`src/rtl/fetch_pkg.sv`:
```
// Shared types and constants for the instruction-fetch front end.
// The optional FETCH_PERF_EN build adds performance counters in fetch_unit.
package fetch_pkg;

   typedef enum logic [1:0] {
      ST_IDLE    = 2'd0,
      ST_FETCH   = 2'd1,
      ST_FULL    = 2'd2,
      ST_DISCARD = 2'd3
   } fetch_state_t;

   localparam logic [31:0] NOP_INSTR_DEFAULT = 32'h0000_0013;
   localparam logic [31:0] PC_STEP           = 32'd4;

   typedef struct packed {
      logic [31:0] pc;
      logic [31:0] instr;
   } fetch_entry_t;

   function automatic logic [31:0] next_pc(input logic [31:0] pc);
      return pc + PC_STEP;
   endfunction

endpackage

```
`src/rtl/fetch_queue.sv`:
```
// Small {pc,instr} prefetch FIFO; DEPTH must be a power of two.
// Clear wins over push; push and pop together are legal even when full.
module fetch_queue
   import fetch_pkg::*;
#(
   parameter int DEPTH = 2,
   localparam int AW   = (DEPTH > 1) ? $clog2(DEPTH) : 1,
   localparam int CW   = AW + 1
) (
   input  logic         clk,
   input  logic         srst,
   input  logic         push,
   input  fetch_entry_t push_data,
   input  logic         pop,
   input  logic         clear,
   output fetch_entry_t head,
   output logic         full,
   output logic         empty,
   output logic [CW-1:0] count
);

   localparam logic [AW-1:0] PTR_MASK = AW'(DEPTH - 1);

   fetch_entry_t  mem_reg [DEPTH];
   logic [AW-1:0] wr_ptr_reg;
   logic [AW-1:0] rd_ptr_reg;
   logic [CW-1:0] count_reg;
   logic          push_ok;
   logic          pop_ok;
   logic [DEPTH-1:0] wr_en;

   assign empty = (count_reg == '0);
   assign full  = (count_reg == CW'(DEPTH));
   assign count = count_reg;
   assign head  = mem_reg[rd_ptr_reg];

   assign pop_ok  = pop & ~empty;
   assign push_ok = push & (~full | pop_ok);

   genvar gi;
   generate
      for (gi = 0; gi < DEPTH; gi++) begin : g_wr_en
         assign wr_en[gi] = push_ok & ~clear & (wr_ptr_reg == AW'(gi));
      end
   endgenerate

   always_ff @(posedge clk) begin
      for (int i = 0; i < DEPTH; i++) begin
         if (wr_en[i]) begin
            mem_reg[i] <= push_data;
         end
      end
   end

   always_ff @(posedge clk) begin
      if (srst || clear) begin
         wr_ptr_reg <= '0;
         rd_ptr_reg <= '0;
         count_reg  <= '0;
      end else begin
         if (push_ok) begin
            wr_ptr_reg <= (wr_ptr_reg + 1'b1) & PTR_MASK;
         end
         if (pop_ok) begin
            rd_ptr_reg <= (rd_ptr_reg + 1'b1) & PTR_MASK;
         end
         count_reg <= count_reg + CW'(push_ok) - CW'(pop_ok);
      end
   end

endmodule

```
`src/rtl/fetch_unit.sv`:
```
// Fetch front end: PC, req/ack prefetch into fetch_queue, IF/ID register.
// Define FETCH_PERF_EN to add saturating stall/flush performance counters.
module fetch_unit
   import fetch_pkg::*;
#(
   parameter int          DEPTH     = 2,
   parameter logic [31:0] RESET_PC  = 32'h0000_0000,
   parameter logic [31:0] NOP_INSTR = NOP_INSTR_DEFAULT
) (
   input  logic        clk_i,
   input  logic        rst_i,
   input  logic        start_i,
   input  logic        PCWrite_i,
   input  logic        Stall_i,
   input  logic        flush_i,
   input  logic [31:0] branch_target_i,
   output logic        imem_req_o,
   output logic [31:0] imem_addr_o,
   input  logic        imem_ack_i,
   input  logic [31:0] imem_data_i,
   output logic [31:0] instr_o,
   output logic [31:0] pc_o,
   output logic        valid_o
`ifdef FETCH_PERF_EN
   ,
   output logic [31:0] perf_stall_cnt_o,
   output logic [31:0] perf_flush_cnt_o
`endif
);

   localparam int AW = (DEPTH > 1) ? $clog2(DEPTH) : 1;
   localparam int CW = AW + 1;

   fetch_state_t  state_reg, state_next;
   logic [31:0]   fetch_pc_reg, fetch_pc_next;
   logic [31:0]   addr_hold_reg, addr_hold_next;
   logic [31:0]   instr_reg;
   logic [31:0]   pc_reg;
   logic          valid_reg;

   fetch_entry_t  q_head;
   fetch_entry_t  q_push_data;
   logic          q_full;
   logic          q_empty;
   logic [CW-1:0] q_count;
   logic          q_push;
   logic          q_pop;

   logic          hold;
   logic          in_fetch;
   logic          accept;
   logic          if_load;
   logic          bypass;
   logic          full_after;

   assign hold     = Stall_i | ~PCWrite_i;
   assign in_fetch = (state_reg == ST_FETCH);
   assign accept   = in_fetch & imem_ack_i & ~flush_i;
   assign if_load  = ~flush_i & ~hold;

   // An ack into an empty queue goes straight to IF/ID, giving one-cycle latency.
   assign bypass   = accept & if_load & q_empty;
   assign q_push   = accept & ~bypass;
   assign q_pop    = if_load & ~q_empty;

   assign q_push_data = '{pc: fetch_pc_reg, instr: imem_data_i};

   assign full_after = (q_full & (q_push | ~q_pop)) |
                       (~q_full & q_push & ~q_pop & (q_count == CW'(DEPTH - 1)));

   fetch_queue #(
      .DEPTH(DEPTH)
   ) u_queue (
      .clk       (clk_i),
      .srst      (rst_i),
      .push      (q_push),
      .push_data (q_push_data),
      .pop       (q_pop),
      .clear     (flush_i),
      .head      (q_head),
      .full      (q_full),
      .empty     (q_empty),
      .count     (q_count)
   );

   always_ff @(posedge clk_i) begin
      if (rst_i) begin
         state_reg     <= ST_IDLE;
         fetch_pc_reg  <= RESET_PC;
         addr_hold_reg <= RESET_PC;
      end else begin
         state_reg     <= state_next;
         fetch_pc_reg  <= fetch_pc_next;
         addr_hold_reg <= addr_hold_next;
      end
   end

   // In DISCARD the bus must keep showing the address of the abandoned request.
   assign imem_addr_o    = in_fetch ? fetch_pc_reg : addr_hold_reg;
   assign addr_hold_next = imem_addr_o;

   always_comb begin
      state_next    = state_reg;
      fetch_pc_next = fetch_pc_reg;
      imem_req_o    = 1'b0;
      case (state_reg)
         ST_IDLE: begin
            if (flush_i) begin
               fetch_pc_next = branch_target_i;
            end
            if (start_i) begin
               state_next = ST_FETCH;
            end
         end
         ST_FETCH: begin
            imem_req_o = 1'b1;
            if (flush_i) begin
               fetch_pc_next = branch_target_i;
               if (!imem_ack_i) begin
                  state_next = ST_DISCARD;
               end
            end else if (imem_ack_i) begin
               fetch_pc_next = next_pc(fetch_pc_reg);
               if (full_after) begin
                  state_next = ST_FULL;
               end
            end
         end
         ST_FULL: begin
            if (flush_i) begin
               fetch_pc_next = branch_target_i;
               state_next    = ST_FETCH;
            end else if (q_pop) begin
               state_next = ST_FETCH;
            end
         end
         ST_DISCARD: begin
            imem_req_o = 1'b1;
            if (flush_i) begin
               fetch_pc_next = branch_target_i;
            end
            if (imem_ack_i) begin
               state_next = ST_FETCH;
            end
         end
         default: begin
            state_next = ST_IDLE;
         end
      endcase
   end

   always_ff @(posedge clk_i) begin
      if (rst_i) begin
         instr_reg <= NOP_INSTR;
         pc_reg    <= '0;
         valid_reg <= 1'b0;
      end else if (flush_i) begin
         instr_reg <= NOP_INSTR;
         valid_reg <= 1'b0;
      end else if (!hold) begin
         if (!q_empty) begin
            instr_reg <= q_head.instr;
            pc_reg    <= q_head.pc;
            valid_reg <= 1'b1;
         end else if (bypass) begin
            instr_reg <= imem_data_i;
            pc_reg    <= fetch_pc_reg;
            valid_reg <= 1'b1;
         end else begin
            instr_reg <= NOP_INSTR;
            valid_reg <= 1'b0;
         end
      end
   end

   assign instr_o = instr_reg;
   assign pc_o    = pc_reg;
   assign valid_o = valid_reg;

`ifdef FETCH_PERF_EN
   logic [31:0] perf_stall_reg;
   logic [31:0] perf_flush_reg;

   always_ff @(posedge clk_i) begin
      if (rst_i) begin
         perf_stall_reg <= '0;
         perf_flush_reg <= '0;
      end else begin
         if (valid_reg && Stall_i && (perf_stall_reg != 32'hFFFF_FFFF)) begin
            perf_stall_reg <= perf_stall_reg + 32'd1;
         end
         if (flush_i && (perf_flush_reg != 32'hFFFF_FFFF)) begin
            perf_flush_reg <= perf_flush_reg + 32'd1;
         end
      end
   end

   assign perf_stall_cnt_o = perf_stall_reg;
   assign perf_flush_cnt_o = perf_flush_reg;
`endif

endmodule

```
`config.mk`:
```
export PLATFORM = sky130hd
export DESIGN_NAME = fetch_unit
export DESIGN_NICKNAME = d
export VERILOG_FILES = /design/src/rtl/fetch_pkg.sv /design/src/rtl/fetch_queue.sv /design/src/rtl/fetch_unit.sv
export SDC_FILE = /design/constraint.sdc
export NUM_CORES = 1
export LEC_CHECK = 0
export BUFFER_PORTS_ARGS = -buffer_cell sky130_fd_sc_hd__buf_2
export CAP_MARGIN = 20
export CELL_PAD_IN_SITES_DETAIL_PLACEMENT = 1
export CELL_PAD_IN_SITES_GLOBAL_PLACEMENT = 2
export CORE_ASPECT_RATIO = 2
export CORE_MARGIN = 8
export CORE_UTILIZATION = 40
export CTS_BUF_LIST = sky130_fd_sc_hd__clkbuf_8
export DETAILED_ROUTE_END_ITERATION = 12
export HOLD_SLACK_MARGIN = 0.1
export PLACE_DENSITY = 0.95
export SYNTH_ARGS = -nofsm -noshare
export SYNTH_HDL_FRONTEND = slang
export SYNTH_SLANG_ARGS = --single-unit
```
`constraint.sdc`:
```
create_clock -name clk_i -period 13.7 [get_ports clk_i]
set_input_delay 0.685 -clock clk_i [delete_from_list [all_inputs] [get_ports clk_i]]
set_output_delay 0.685 -clock clk_i [all_outputs]
set_load 0.05 [all_outputs]
```
==> flow_summary_export.csv <==
group,metric,value,unit
clock_tree,clock_path_buffers,3,
final_layout,layout_commonest_cell,"buf_2",
min_path,hp-class,"in -> reg",
worst_setup_path,crit_chain,"nand2b_2, nor3b_4, o21ai_0, nor2_4, buf_4",
min_path,holdPathEnd,"u_queue.mem_reg[1][4]",
clock_tree,cts_tree,"done",
detailed_routing,routed-via-count,7728,
worst_setup_path,r2r_cells,5,
global_route,track_usage,17.1,%
synthesis,ys_warn_count,0,
place,dpl_cell_area,0.0118,sq mm
clock_tree,cts-root-buf,"clkbuf_8",
min_path,hp-start,"imem_data_i[4]",
worst_setup_path,worst-r2r-setup-slack,9700,ps
synthesis,avgSynthCellArea,11.9,sq um
power_and_ir_drop,p_per_area,127,mW/mm^2
synthesis,ys_types,56,
final_layout,nNetsFinal,1132,
timing,slew-limit-headroom,29.5,%
timing,slew_viol_final,0,
place,io_buffers,168,
timing,fmax,250,MHz
final_layout,final_cell_mix,"buf_2 (167), dfxtp_1 (135), edfxtp_1 (128), nand2_1 (91), mux2_2 (61)",
worst_setup_path,reg2reg_to,"u_queue.mem_reg[1][29]",
floorplan,initial_utilization,40.2,%
worst_setup_path,endpoint_kind,"flop",
floorplan,die_h,248,microns
synthesis,async_flop_share,0,%
clock_tree,cts_resized,0,
worst_setup_path,arrival,4150,ps
detailed_routing,ant_nets,0,
min_path,holdPathStages,1,
power_and_ir_drop,p_leak,4.70,nW
timing,hold_viol_final,0,
timing,fin_crit,4000,ps
global_route,grt_max_degree,70,
timing,final.setup.tns,0,ps
timing,setup_violations,0,
floorplan,die_w,132,microns
synthesis,synth_edf_count,128,
worst_setup_path,r2r_start,"state_reg[0]",
run,drv_cap,0,
synthesis,syn_nets,976,
clock_tree,clk_pin_slew_worst_paths,70,ps
status,status,"complete, no violations",
timing,finalCritPeriodShare,29.2,%
synthesis,synth_seq_cells,264,
clock_tree,ctsHoldBuffers,0,
clock_tree,cts_sinks,264,
worst_setup_path,worst_path_largest_cell_delay,660,ps
final_layout,drive_gt1_share,27.9,%
detailed_routing,route.detailed.wl_per_inst,19.8,microns
worst_setup_path,path_max_fanout,46,
synthesis,synth_flop_cell,"dfxtp_1",
floorplan,ios,169,
worst_setup_path,startpoint_type,"flop",
worst_setup_path,cp_slowest_cell,"nand2b_2",
power_and_ir_drop,ir_drop,0.0661,mV
floorplan,core_area,0.0267,sq mm
clock_tree,htree_num_levels,2,
final_layout,antenna_cells,0,
power_and_ir_drop,total_power,0.00160,W
global_route,overflow,0,
final_layout,largest_reg_flops,128,
place,gp_congestion,0.776,
detailed_routing,drtIter0Drc,513,
detailed_routing,via_per_inst,5.38,
clock_tree,post_cts_buffers,0,
synthesis,ys_seq_area_share,61.2,%
detailed_routing,firstDrtPassIters,5,
place,dp_hpwl,19200,microns
global_route,grt_pass1_vias,8294,
detailed_routing,totalWireLength,28400,microns
global_route,grt_pass1_wl,45200,microns
worst_setup_path,critPathRequiredTime,13850,ps
timing,skew,23.2,ps
clock_tree,cts_buffers,39,
clock_tree,clk_latency,530,ps
final_layout,areaGrowthSynthToFinish,17.2,%
floorplan,rows,85,
timing,tightest_slew,1060,ps
worst_setup_path,crit_type,"reg -> reg",
synthesis,syn_area,0.0107,sq mm
synthesis,syn_inst,902,
timing,rsz0062_at_grt,"false",
final_layout,fin_area,0.0126,sq mm
floorplan,die_area,0.0326,sq mm
global_route,grt_antenna_before_repair,0,
detailed_routing,drc_errors,0,
[critical path: cells and delay by family (launching register included)]
kind	cells	cell delay, ps
compound gates	1	480
buf+inv	1	640
flops	1	540
simple gates	3	1890
[power breakdown]
part	switching [W]	total (W)	internal [W]
Clock	0.000295	0.000621	0.000326
Sequential	0.0000174	0.000861	0.000844
Combinational	0.0000793	0.000117	0.0000380
Total	0.000392	0.00160	0.00121
[how the worst max path moves through the flow]
stage                      start                endpoint  slack (ps)  depth (start not counted)
floorplan              PCWrite_i   u_queue.mem_reg[0][0]        9160                          4
finish              state_reg[0]  u_queue.mem_reg[1][29]        9700                          5
global placement    state_reg[0]  u_queue.mem_reg[1][24]        9900                          5
global route        state_reg[0]  u_queue.mem_reg[1][29]        9400                          5
CTS                 state_reg[0]  u_queue.mem_reg[1][25]        9640                          5
detailed placement  state_reg[0]  u_queue.mem_reg[1][27]        9660                          5
[cell families after synthesis]
| family | after synthesis | share of synthesized area [%] |
|---|---|---|
| mux | 103 | 10.3 |
| compound gates | 163 | 10.7 |
| simple gates | 263 | 12.1 |
| xor+xnor | 23 | 1.88 |
| buf+inv | 83 | 3.41 |
| flops | 264 | 61.2 |
| fa+ha+maj | 3 | 0.350 |
[cells in the mapped netlist, drive strengths merged (2+ instances only)]
| library cell | n | area share (%) |
|---|---|---|
| a2111oi | 5 | 0.48 |
| a21oi | 55 | 2.6 |
| a222oi | 29 | 2.7 |
| a311oi | 3 | 0.24 |
| and3 | 3 | 0.17 |
| and4 | 4 | 0.33 |
| buf | 27 | 1.4 |
| clkbuf | 35 | 1.2 |
| dfxtp | 136 | 25 |
| edfxtp | 128 | 36 |
| ha | 3 | 0.35 |
| inv | 21 | 0.73 |
| mux2 | 61 | 6.4 |
| mux2i | 42 | 3.9 |
| nand2 | 91 | 3.2 |
| nand2b | 4 | 0.23 |
| nand3 | 9 | 0.42 |
| nand4 | 14 | 0.96 |
| nand4b | 2 | 0.16 |
| nor2 | 65 | 2.4 |
| nor2b | 42 | 2.4 |
| nor3 | 15 | 0.80 |
| nor4 | 5 | 0.29 |
| o211ai | 33 | 2.3 |
| o21a | 6 | 0.49 |
| o21ai | 13 | 0.61 |
| o22ai | 8 | 0.47 |
| o31ai | 3 | 0.21 |
| or2 | 3 | 0.17 |
| xnor2 | 15 | 1.2 |
| xor2 | 8 | 0.65 |
[stage by stage]
| step | setup slack (ps) | hold slack (ps) | utilization (%) | instances |
|---|---|---|---|---|
| after floorplan | 9160 | 420 | - | 902 |
| after global placement | 9900 | 441 | 44.3 | 1365 |
| after detailed placement | 9660 | 451 | 44.3 | 1365 |
| after CTS | 9640 | 334 | 47.1 | 1436 |
| after global routing | 9400 | 342 | 47.1 | 1436 |
| final | 9700 | 369 | 47.1 | 1436 |
[routing by layer]
| metal | GRT usage [%] | up-vias | wire [microns] | share of wire (%) |
|---|---|---|---|---|
| met3 | 3.65 | 42 | 1490 | 5.3 |
| met1 | 19.8 | 3845 | 11500 | 41 |
| met5 | 0 | - | 0 | 0 |
| met4 | 6.01 | 0 | 618 | 2.2 |
| li1 | - | 3636 | - | - |
| met2 | 30.7 | 205 | 14700 | 52 |
[area by class of cell]
type,count,area (sq um)
clock buffers,43,592
clock inverters,28,163
fillers,2909,14100
inverters,21,78.8
multi-input cells,555,3830
flip-flops and latches,264,6570
well taps,348,435
repair buffers,177,911
Power figures use the tool's default switching activity.
